<file path="src/rtl/phys_reg_free_list.sv">
// Circular free list of physical register tags for rename, with checkpointed
// head pointers so a mispredict restore reclaims speculative allocations in one cycle.
module phys_reg_free_list #(
  parameter int FREE_LIST_DEPTH        = 32,
  parameter int LOG_FREE_LIST_DEPTH    = 5,
  parameter int CHECKPOINT_COLUMNS     = 4,
  parameter int LOG_CHECKPOINT_COLUMNS = 2,
  parameter int PHYS_REG_WIDTH         = 6
) (
  input  logic                              CLK,
  input  logic                              nRST,
  input  logic                              dequeue_req,
  output logic                              dequeue_valid,
  output logic [PHYS_REG_WIDTH-1:0]         dequeue_phys_reg_tag,
  input  logic                              enqueue_valid,
  input  logic [PHYS_REG_WIDTH-1:0]         enqueue_phys_reg_tag,
  input  logic                              save_valid,
  input  logic [LOG_CHECKPOINT_COLUMNS-1:0] save_column,
  input  logic                              restore_valid,
  input  logic [LOG_CHECKPOINT_COLUMNS-1:0] restore_column,
  output logic [LOG_FREE_LIST_DEPTH:0]      free_count,
  output logic                              empty,
  output logic                              full
);

  localparam int PW = LOG_FREE_LIST_DEPTH + 1;

  logic [PHYS_REG_WIDTH-1:0] entry_q [FREE_LIST_DEPTH];
  logic [PW-1:0]             saved_q [CHECKPOINT_COLUMNS];
  logic [PW-1:0]             head_q, head_d;
  logic [PW-1:0]             tail_q, tail_d;
  logic                      deq_eff;
  logic                      enq_eff;

  assign free_count = tail_q - head_q;
  assign empty      = (head_q == tail_q);
  assign full       = (head_q[PW-2:0] == tail_q[PW-2:0]) && (head_q[PW-1] != tail_q[PW-1]);

  assign dequeue_valid        = !empty;
  assign dequeue_phys_reg_tag = entry_q[head_q[PW-2:0]];

  // Restore owns the head this cycle, so a concurrent dequeue is dropped.
  assign deq_eff = dequeue_req && !empty && !restore_valid;
  assign enq_eff = enqueue_valid && !full;

  always_comb begin
    head_d = head_q;
    tail_d = tail_q;
    if (restore_valid) begin
      head_d = saved_q[restore_column];
    end else if (deq_eff) begin
      head_d = head_q + PW'(1);
    end
    if (enq_eff) begin
      tail_d = tail_q + PW'(1);
    end
  end

  always_ff @(posedge CLK or negedge nRST) begin
    if (!nRST) begin
      for (int i = 0; i < FREE_LIST_DEPTH; i++) begin
        entry_q[i] <= PHYS_REG_WIDTH'(FREE_LIST_DEPTH + i);
      end
      for (int c = 0; c < CHECKPOINT_COLUMNS; c++) begin
        saved_q[c] <= '0;
      end
      head_q <= '0;
      tail_q <= PW'(FREE_LIST_DEPTH);
    end else begin
      head_q <= head_d;
      tail_q <= tail_d;
      if (enq_eff) begin
        entry_q[tail_q[PW-2:0]] <= enqueue_phys_reg_tag;
      end
      // Checkpoint the post-dequeue head so the branch keeps its own allocation.
      if (save_valid && !restore_valid) begin
        saved_q[save_column] <= head_d;
      end
    end
  end

endmodule

</file>
<file path="config.mk">
export PLATFORM = sky130hd
export DESIGN_NAME = phys_reg_free_list
export DESIGN_NICKNAME = d
export VERILOG_FILES = /design/src/rtl/phys_reg_free_list.sv
export SDC_FILE = /design/constraint.sdc
export NUM_CORES = 1
export LEC_CHECK = 0
export CORE_ASPECT_RATIO = 0.6
export CORE_MARGIN = 5
export CORE_UTILIZATION = 30
export CTS_CLUSTER_SIZE = 10
export DETAILED_ROUTE_END_ITERATION = 10
export PLACE_DENSITY = 0.44
export REMOVE_ABC_BUFFERS = 1
export SYNTH_ARGS = -nofsm -noshare
export SYNTH_HDL_FRONTEND = slang
export SYNTH_SLANG_ARGS = --single-unit
</file>
<file path="constraint.sdc">
create_clock -name CLK -period 2.5 [get_ports CLK]
set_input_delay 0.625 -clock CLK [delete_from_list [all_inputs] [get_ports CLK]]
set_output_delay 0.625 -clock CLK [all_outputs]
set_load 0.005 [all_outputs]
</file>
* Word level (Yosys, flattened, before mapping) *
Index checks and enable logic that the tools add are counted.
Widths: inputs -> output; s select.

word-level totals
  register bits after elaboration = 228
  output and inout bits = 15
  bits of input ports = 16
  word-level logic and storage cells = 78

operators by class
  $lt $le $gt $ge = 6
  bitwise logic cells = 4
  add/sub/neg operators = 3
  eq/ne operators = 3
  muxes and demuxes = 14
  reduce and logical (&&, ||, !) cells = 10

operator list
  cell                 count
  $bwmux 192           1
  $mux 6               8
  $bmux 6 s5           1
  $demux 6 s5          1
  $bwmux 24            1
  $add 6x1->6 const B  2
  $bmux 6 s2           1
  $demux 6 s2          1
  $ge 6x6->1 const B   2
  $not 5->6            2
  $logic_and 1x1->1    7
  $eq 6x6->1           1
  $ge 3x3->1 const B   2
  $lt 6x1->1 const B   1
  $not 2->3            2
  $sub 6x6->6          1
  $eq 5x5->1           1
  $logic_not 1->1      3
  $lt 3x1->1 const B   1
  $ne 1x1->1           1

* Logic depth before layout (Yosys ltp) *
Gate-level depths: netlist (run 1).

  depth in word-level cells = 7
  mapped depth = 10
  mapped depth without buffers = 7

* Worst setup path before layout (run 1) *
Ideal clock, no wire load.

  kind = register to register
  from = register head_q[2]
  to = register entry_q[100] (netlist name)
  required time = 2.375 ns
  slack = -0.256 ns
  stages on the path, launching flop included = 11
  arrival = 2.632 ns
  period minus slack after synthesis = 2.756 ns
  setup time = 0.125 ns
  buffers on the path = 4
  cells stage by stage = dfrtp_1 > clkbuf_1 > clkbuf_1 > inv_1 > ha_1 > and4_1 > clkbuf_1 > a31o_2 > or2_2 > clkbuf_1 > mux2_2

on the way
  longest elaborated chain between the ends = 4

ends and longest elaborated chain
  item                             line  text
  from (decl)                      30    logic [PW-1:0] head_q, head_d;
  from (signal assigned)           67    head_q <= '0;
  from (signal assigned)           70    head_q <= head_d;
  $eq 5x5->1                       37    assign full = (head_q[PW-2:0] == tail_q[PW-2:0]) && (head_q[PW-1] != tail_q[PW-1]);
  $logic_and 1x1->1                37
  $logic_not 1->1                  44    assign enq_eff = enqueue_valid && !full;
  $logic_and 1x1->1                44
  to (signal, indexed assignment)  62    entry_q[i] <= PHYS_REG_WIDTH'(FREE_LIST_DEPTH + i);
  to (signal, indexed assignment)  73    entry_q[tail_q[PW-2:0]] <= enqueue_phys_reg_tag;
  to (decl)                        28    logic [PHYS_REG_WIDTH-1:0] entry_q [FREE_LIST_DEPTH];

Every way passes these cells.
A chain may end at the register's enable or synchronous reset.

* Worst setup path in the final report (run 1) *
  from = register head_q[0]
  to = output port dequeue_phys_reg_tag[2]

on the way
  longest elaborated chain between the ends = 4

ends and longest elaborated chain
  item                                       line  text
  $not 5->6 (not written as such)            40    assign dequeue_phys_reg_tag = entry_q[head_q[PW-2:0]];
  $bmux 6 s5                                 40
  $mux 6 (not written as such) (2 in a row)  40
  to (decl)                                  14    output logic [PHYS_REG_WIDTH-1:0] dequeue_phys_reg_tag,

Every way passes these cells. The select of a mux whose other input is x is not followed.

==> results of run 1 <==
-- how the worst min path moves through the flow --
stage,start,end,slack [ps],cells past startpoint
2_1_floorplan,nRST,entry_q[100],330,0
3_5_place_dp,saved_q[4],saved_q[4],470,2
3_3_place_gp,saved_q[2],saved_q[2],460,2
6_report,nRST,entry_q[92],0.2,1
5_1_grt,nRST,entry_q[92],8,1
4_1_cts,nRST,entry_q[92],4,1
-- cells by family (layout without fill, tap and decap cells) --
family,Yosys count,in the layout
buffers and inverters,60,208
DFF,228,228
and+or+nand+nor,113,113
muxes,248,248
AOI/OAI and AO/OA,75,75
xor gates and xnor gates,12,12
adders and majority gates,11,11
-- worst max-delay path: cells and delay by family, from the launching register on --
kind | cells | cell delay, ps
buffers and inverters | 5 | 710
muxes | 1 | 370
DFF | 1 | 520
and+or+nand+nor | 1 | 330
AOI/OAI and AO/OA | 1 | 80
-- routing by layer --
| layer | vias to the layer above | routed length, µm | GRT usage (%) |
|---|---|---|---|
| met5 | - | 0 | 0 |
| met4 | 0 | 427 | 2.504 |
| met3 | 35 | 2008 | 3.787 |
| met2 | 126 | 13190 | 23.29 |
| met1 | 3669 | 15170 | 24.34 |
| li1 | 3038 | - | - |
-- layout make-up --
cell class | count | area [µm²]
well taps | 467 | 584.3
repair buffers | 145 | 1404
multi-input cells | 459 | 5146
clock inverters | 3 | 55.05
clock buffers | 47 | 760.7
inverters | 13 | 48.80
fillers | 3280 | 21300
flip-flops and latches | 228 | 5852
-- placed cells by master, fill, tap and decap left out, drive strengths merged, types with 2 or more instances in the layout --
master,Yosys,layout
xnor2,8,8
mux2,193,193
o31ai,2,2
a31oi,3,3
dfstp,113,113
o22ai,24,24
nand3,12,12
mux4,54,54
o21a,3,3
or2,5,5
inv,13,14
clkbuf,42,49
nor4bb,2,2
ha,10,10
nor4,6,6
xor2,4,4
buf,5,129
nand2,16,16
a21oi,25,25
or3,3,3
o21ai,8,8
a311oi,2,2
clkdlybuf4s50,0,14
nor2,56,56
dfrtp,115,115
nor3,3,3
nand4,3,3
o311ai,3,3
-- sequential cells by signal (all words and copies together) (netlist names) --
name	flops
tail_q	6
saved_q	24
entry_q	192
head_q	6
-- repair_timing --
item,CTS,global route
hold buffers,0,0
pin swaps,23,5
gates cloned,1,0
gates resized for setup,161,13
buffers inserted,23,1
setup endpoints to repair,165,86
-- where the power goes --
group	total [mW]	internal, mW	switching (mW)	leakage, nW
clock network	3.71	2.16	1.55	0.390
registers	6.64	5.77	0.871	2.60
logic	8.51	4.53	3.97	2.65
total	18.9	12.5	6.39	5.63
-- stage by stage --
step,worst slack (ps),hold WS (ps),utilization (%),instances
after detailed placement,-499.6,472.6,35.06,1289
final,-699.8,0.2287,39.41,1362
after floorplan,-1317,329.4,-,700
after CTS,-703.5,3.714,39.28,1361
after global placement,-531.3,459.2,35.06,1289
after global routing,-759.9,7.993,39.41,1362
==> impl_metrics.yaml, run 1 <==
die:
  core_region_area_um2: 35150
  io-pin-count: 31
  initial_core_util_pct: 30.53
  die_width_um: 254.2
  fp.dieH_um: 156.5
  die_area_um2: 39770
  fp-row-count: 53
detailed_routing:
  wirelength_um: 30800
  vias: 6868
  drt-initial-drc-count: 364
  vias_per_cell: 5.043
  dr.pass1.iters: 4
  routedWlPerCell_um: 22.61
  ant_nets: 0
  drc: 0
cts:
  cts_root_buf: "clkbuf_16"
  clk_latency_ps: 560
  numCtsBuffers: 27
  cts_tree: "yes"
  cts.reportedPaths.clkPinSlew_ps: 60
  cts.path.max_buffers: 3
  htreeDepth: 1
  clock-sinks: 228
layout:
  diodes: 0
  fin_area_um2: 13850
  area_growth_pct: 29.08
  drive_above_1_share_pct: 66.93
  nets: 901
synth:
  synth_compound_area_share_pct: 4.454
  synth_top_area_share_pct: 27.67
  synth_enable_flop_cells: 0
  synth_cell_types: 41
  ys_top_cells_by_area: "dfstp_2 28%, dfrtp_1 27%, mux2_2 20%"
  syn_area_um2: 10730
  synth-seq-area-share_pct: 54.49
  synth_top_family_by_area: "multiplexers"
  async_flop_share_pct: 100.0
  ys_top_cells_by_count: "193 x mux2_2, 115 x dfrtp_1, 113 x dfstp_2, 56 x nor2_1, 54 x mux4_2"
  yosys.area.top_type: "dfstp_2"
  synth-seq-cells: 228
  synth-xor-area-share_pct: 0.9795
  synthSimpleGateAreaFrac_pct: 4.886
  yosys_warnings: 0
  avgSynthCellArea_um2: 14.36
  muxShareOfSynthArea_pct: 31.68
  ys.flop_type: "dfrtp_1"
  synth.most_common_cell: "mux2_2"
  synthCells: 747
  synthAdderAreaFrac_pct: 1.353
timing:
  fin_tns_setup_ps: -6104
  finalSetupViolations: 14
  period_needed_ps: 3200
  finalClockSkew_ps: 20.79
  fin_crit_sh_pct: 128.0
  slew_viol_final: 0
  max_slew_margin_pct: 51.86
  worstMarginPinSlew_ps: 718.6
  fmax_ghz: 0.3125
  setup_slack_ps: -699.8
  rsz0062_at_grt: "yes"
  final-hold-violation-count: 0
setup_path:
  worst-setup-path-type: "flip-flop to output pin"
  path_cells: "buf_12 -> buf_8 -> buf_4 -> mux4_2 -> o22ai_2 -> nor4_2 -> buf_4 -> buf_6"
  crit_path_frequent_cell: "buf_4"
  endpoint_kind: "output pin"
  rrSetupSlack_ps: 70
  cp-startpoint: "head_q[0]"
  startpoint_type: "flip-flop"
  r2r_start: "head_q[0]"
  reg2reg_to: "entry_q[140]"
  max_stage_delay_ps: 520
  worstPathRequired_ps: 1880
  cp.arrival_ps: 2570
  crit_fanout: 4
  reg2reg_depth: 9
  cp-endpoint: "dequeue_phys_reg_tag[2]"
  slowest_stage: "dfrtp_4"
global_route:
  grt_max_degree: 71
  grt_overflow: 0
  grt_util_all_layers_pct: 15.87
  antenna_found_initial: 0
  grt_pass1_wl_um: 47840
  grt_pass1_vias: 7438
power_and_ir_drop:
  power_mw: 18.86
  pwr_density_cell_nw_per_um2: 1361
  p_leak_nw: 5.634
  peakVddDrop_mv: 0.6440
job:
  drv_cap: 0
min_path:
  hold_path_class: "input pin to asynchronous set/reset pin"
placement:
  port_buffers: 30
  placed_cell_area_um2: 12320
  place_hpwl_um: 21370
  gp_congestion: 0.8117
status:
  status: "finished with violations"
  violations: "negative setup slack"
No activity file was read; power rests on OpenSTA's default activity.
==> inputs of run 2 (changes only) <==
--- a/config.mk
+++ b/config.mk
@@ -5,6 +5,7 @@
 export SDC_FILE = /design/constraint.sdc
 export NUM_CORES = 1
 export LEC_CHECK = 0
+export CAP_MARGIN = 30
 export CORE_ASPECT_RATIO = 0.6
 export CORE_MARGIN = 5
 export CORE_UTILIZATION = 30
==> results of run 2 <==
Same layout as run 1: the final DEF is identical, and so are final timing and power.
==> inputs of run 3 (changes only) <==
--- a/config.mk
+++ b/config.mk
@@ -9,10 +9,12 @@
 export CORE_ASPECT_RATIO = 0.6
 export CORE_MARGIN = 5
 export CORE_UTILIZATION = 30
+export CTS_CLUSTER_DIAMETER = 150
 export CTS_CLUSTER_SIZE = 10
 export DETAILED_ROUTE_END_ITERATION = 10
 export PLACE_DENSITY = 0.44
 export REMOVE_ABC_BUFFERS = 1
+export SKIP_LAST_GASP = 1
 export SYNTH_ARGS = -nofsm -noshare
 export SYNTH_HDL_FRONTEND = slang
 export SYNTH_SLANG_ARGS = --single-unit
==> run 3 against run 2 <==
Against the previous run: the run still ends with negative setup slack left; first-iteration DRC count up 18%; core utilization shrank 0.25 points; sequential share of layout area is 0.26 points higher; register-to-register slack worse by 60 ps; sequential power about the same; wire length increased by 1.6%; worst hold slack better by 18 ps; critical path depth stayed put; total power fell by 0.97%; critical path type unchanged; largest cell class unchanged; largest power group unchanged.
==> impl_metrics.yaml, run 3 (synthesized netlist as in run 1, its figures left out) <==
cts:
  holdBufCountCts: 0
  cts.reportedPaths.clkPinSlew_ps: 60
  numCtsBuffers: 26
  clk_latency_ps: 550
  clock-sinks: 228
  cts_root_buf: "clkbuf_16"
  cts.path.max_buffers: 3
  htreeDepth: 1
  cts_tree: "yes"
layout:
  area_growth_pct: 28.28
  nets: 899
  stdcell_count: 1358
  final_util_pct: 39.16
  drive_above_1_share_pct: 67.34
  largest_register_ffs: 192
  diodes: 0
  largestRegisters: "entry_q x192, saved_q x24"
  final_cell_mix: "192 x mux2_2, 113 x dfstp_2, 113 x dfrtp_1"
  mostFrequentLayoutCell: "mux2_2"
  largest_register: "entry_q"
timing:
  final-hold-violation-count: 0
  setup_slack_ps: -665.9
  holdWs_ps: 18.37
  max_slew_margin_pct: 56.07
  slew_viol_final: 0
  period_needed_ps: 3166
  finalSetupViolations: 14
  fin_tns_setup_ps: -5768
  fmax_ghz: 0.3159
  finalClockSkew_ps: 12.33
  worstMarginPinSlew_ps: 655.7
  fin_crit_sh_pct: 126.6
  rsz0062_at_grt: "yes"
power_and_ir_drop:
  switching_power_mw: 6.363
  comb_power_share_pct: 45.7
  power_mw: 18.67
  clock_power_share_pct: 18.8
  power_frac_seq_pct: 35.6
  swShare_pct: 34.08
  cellInternalPower_mw: 12.31
  peakVddDrop_mv: 0.6585
  pwr_density_cell_nw_per_um2: 1357
  p_leak_nw: 5.614
setup_path:
  max_stage_delay_ps: 530
  startpoint_type: "flip-flop"
  critical_path_buf_inv_count: 5
  cp.arrival_ps: 2540
  endpoint_kind: "output pin"
  slowest_stage: "dfrtp_4"
  worstPathRequired_ps: 1880
  crit_path_frequent_cell: "buf_4"
  rrSetupSlack_ps: 10
  path_cells: "buf_12 -> buf_16 -> buf_4 -> mux4_2 -> o22ai_1 -> nor4_2 -> buf_4 -> buf_6"
  crit_fanout: 7
  cp_top_family: "buffers and inverters"
  worst-setup-path-type: "flip-flop to output pin"
global_route:
  grt_util_all_layers_pct: 16.09
  antenna_found_initial: 0
  grt_overflow: 0
  grt_pass1_wl_um: 48420
  grt_pass1_vias: 7529
  grt_max_degree: 71
detailed_routing:
  drc: 0
  drt-initial-drc-count: 428
  ant_nets: 0
  dr.pass1.iters: 5
  routedWlPerCell_um: 23.04
  vias: 6896
  vias_per_cell: 5.078
  wirelength_um: 31300
die:
  io-pin-count: 31
  initial_core_util_pct: 30.53
  fp.dieH_um: 156.5
  die_area_um2: 39770
  die_width_um: 254.2
  fp-row-count: 53
  core_region_area_um2: 35150
placement:
  port_buffers: 30
  gp_congestion: 0.8117
  place_inst: 1289
  place_hpwl_um: 21370
status:
  violations: "negative setup slack"
  status: "finished with violations"
min_path:
  hold_path_class: "input pin to asynchronous set/reset pin"
job:
  drv_cap: 0
run 3: per-stage QoR:
stage	cell area, µm²	worst slack [ps]
after floorplan	10550	-1317
after global placement	12320	-531.3
after detailed placement	12320	-499.6
after CTS	13680	-700.4
after global routing	13760	-748.0
final	13760	-665.9
run 3: area by class of cell:
| cell class | instances | area [µm²] |
|---|---|---|
| Fill cell | 3310 | 21380 |
| Multi-Input combinational cell | 459 | 5112 |
| Inverter | 13 | 48.80 |
| Clock buffer | 46 | 735.7 |
| Timing Repair Buffer | 144 | 1415 |
| Tap cell | 467 | 584.3 |
| Sequential cell | 228 | 5852 |
| Clock inverter | 1 | 16.27 |
run 3: path summary, 6_finish.rpt:
kind                                 start                      end  depth (start not counted)
worst max-delay path             head_q[0]  dequeue_phys_reg_tag[2]                          8
worst min-delay path                  nRST              entry_q[92]                          1
worst max register to register   head_q[0]             entry_q[102]                          9
worst min register to register  saved_q[4]               saved_q[4]                          2
max in group asynchronous             nRST             entry_q[180]                          2
min in group CLK                saved_q[4]               saved_q[4]                          2
run 3: worst register-to-register path, stage by stage, from the launching register on:
cell	delay [ps]
dfrtp_4	530
buf_12	160
ha_4	210
buf_4	130
nand4_1	160
buf_4	160
o311ai_4	120
buf_12	180
nor2_2	320
mux2_2	380
run 3: timing repair:
item / CTS / global route
gates resized for setup: 151 / 19
setup buffers: 21 / 1
endpoints found under the setup margin: 165 / 135
pin swaps: 22 / 10
cloned: 2 / 0
hold endpoints to repair: 0 / 0
run 3: layer usage:
layer  vias up  GRT usage (%)  share of wire, %
li1       3026              -                 -
met1      3665          24.50                49
met2       160          23.37                42
met3        45          3.920               7.1
met4         0          3.347               2.3
met5         -              0                 0
run 3: power groups by stage:
stage / Combinational, mW / Clock (mW) / Sequential [mW]
2_1_floorplan: 3.90 / 0 / 6.60
3_3_place_gp: 7.35 / 0 / 6.62
3_5_place_dp: 7.46 / 0 / 6.68
4_1_cts: 8.47 / 3.64 / 6.64
5_1_grt: 9.12 / 3.78 / 6.83
6_report: 8.53 / 3.50 / 6.64
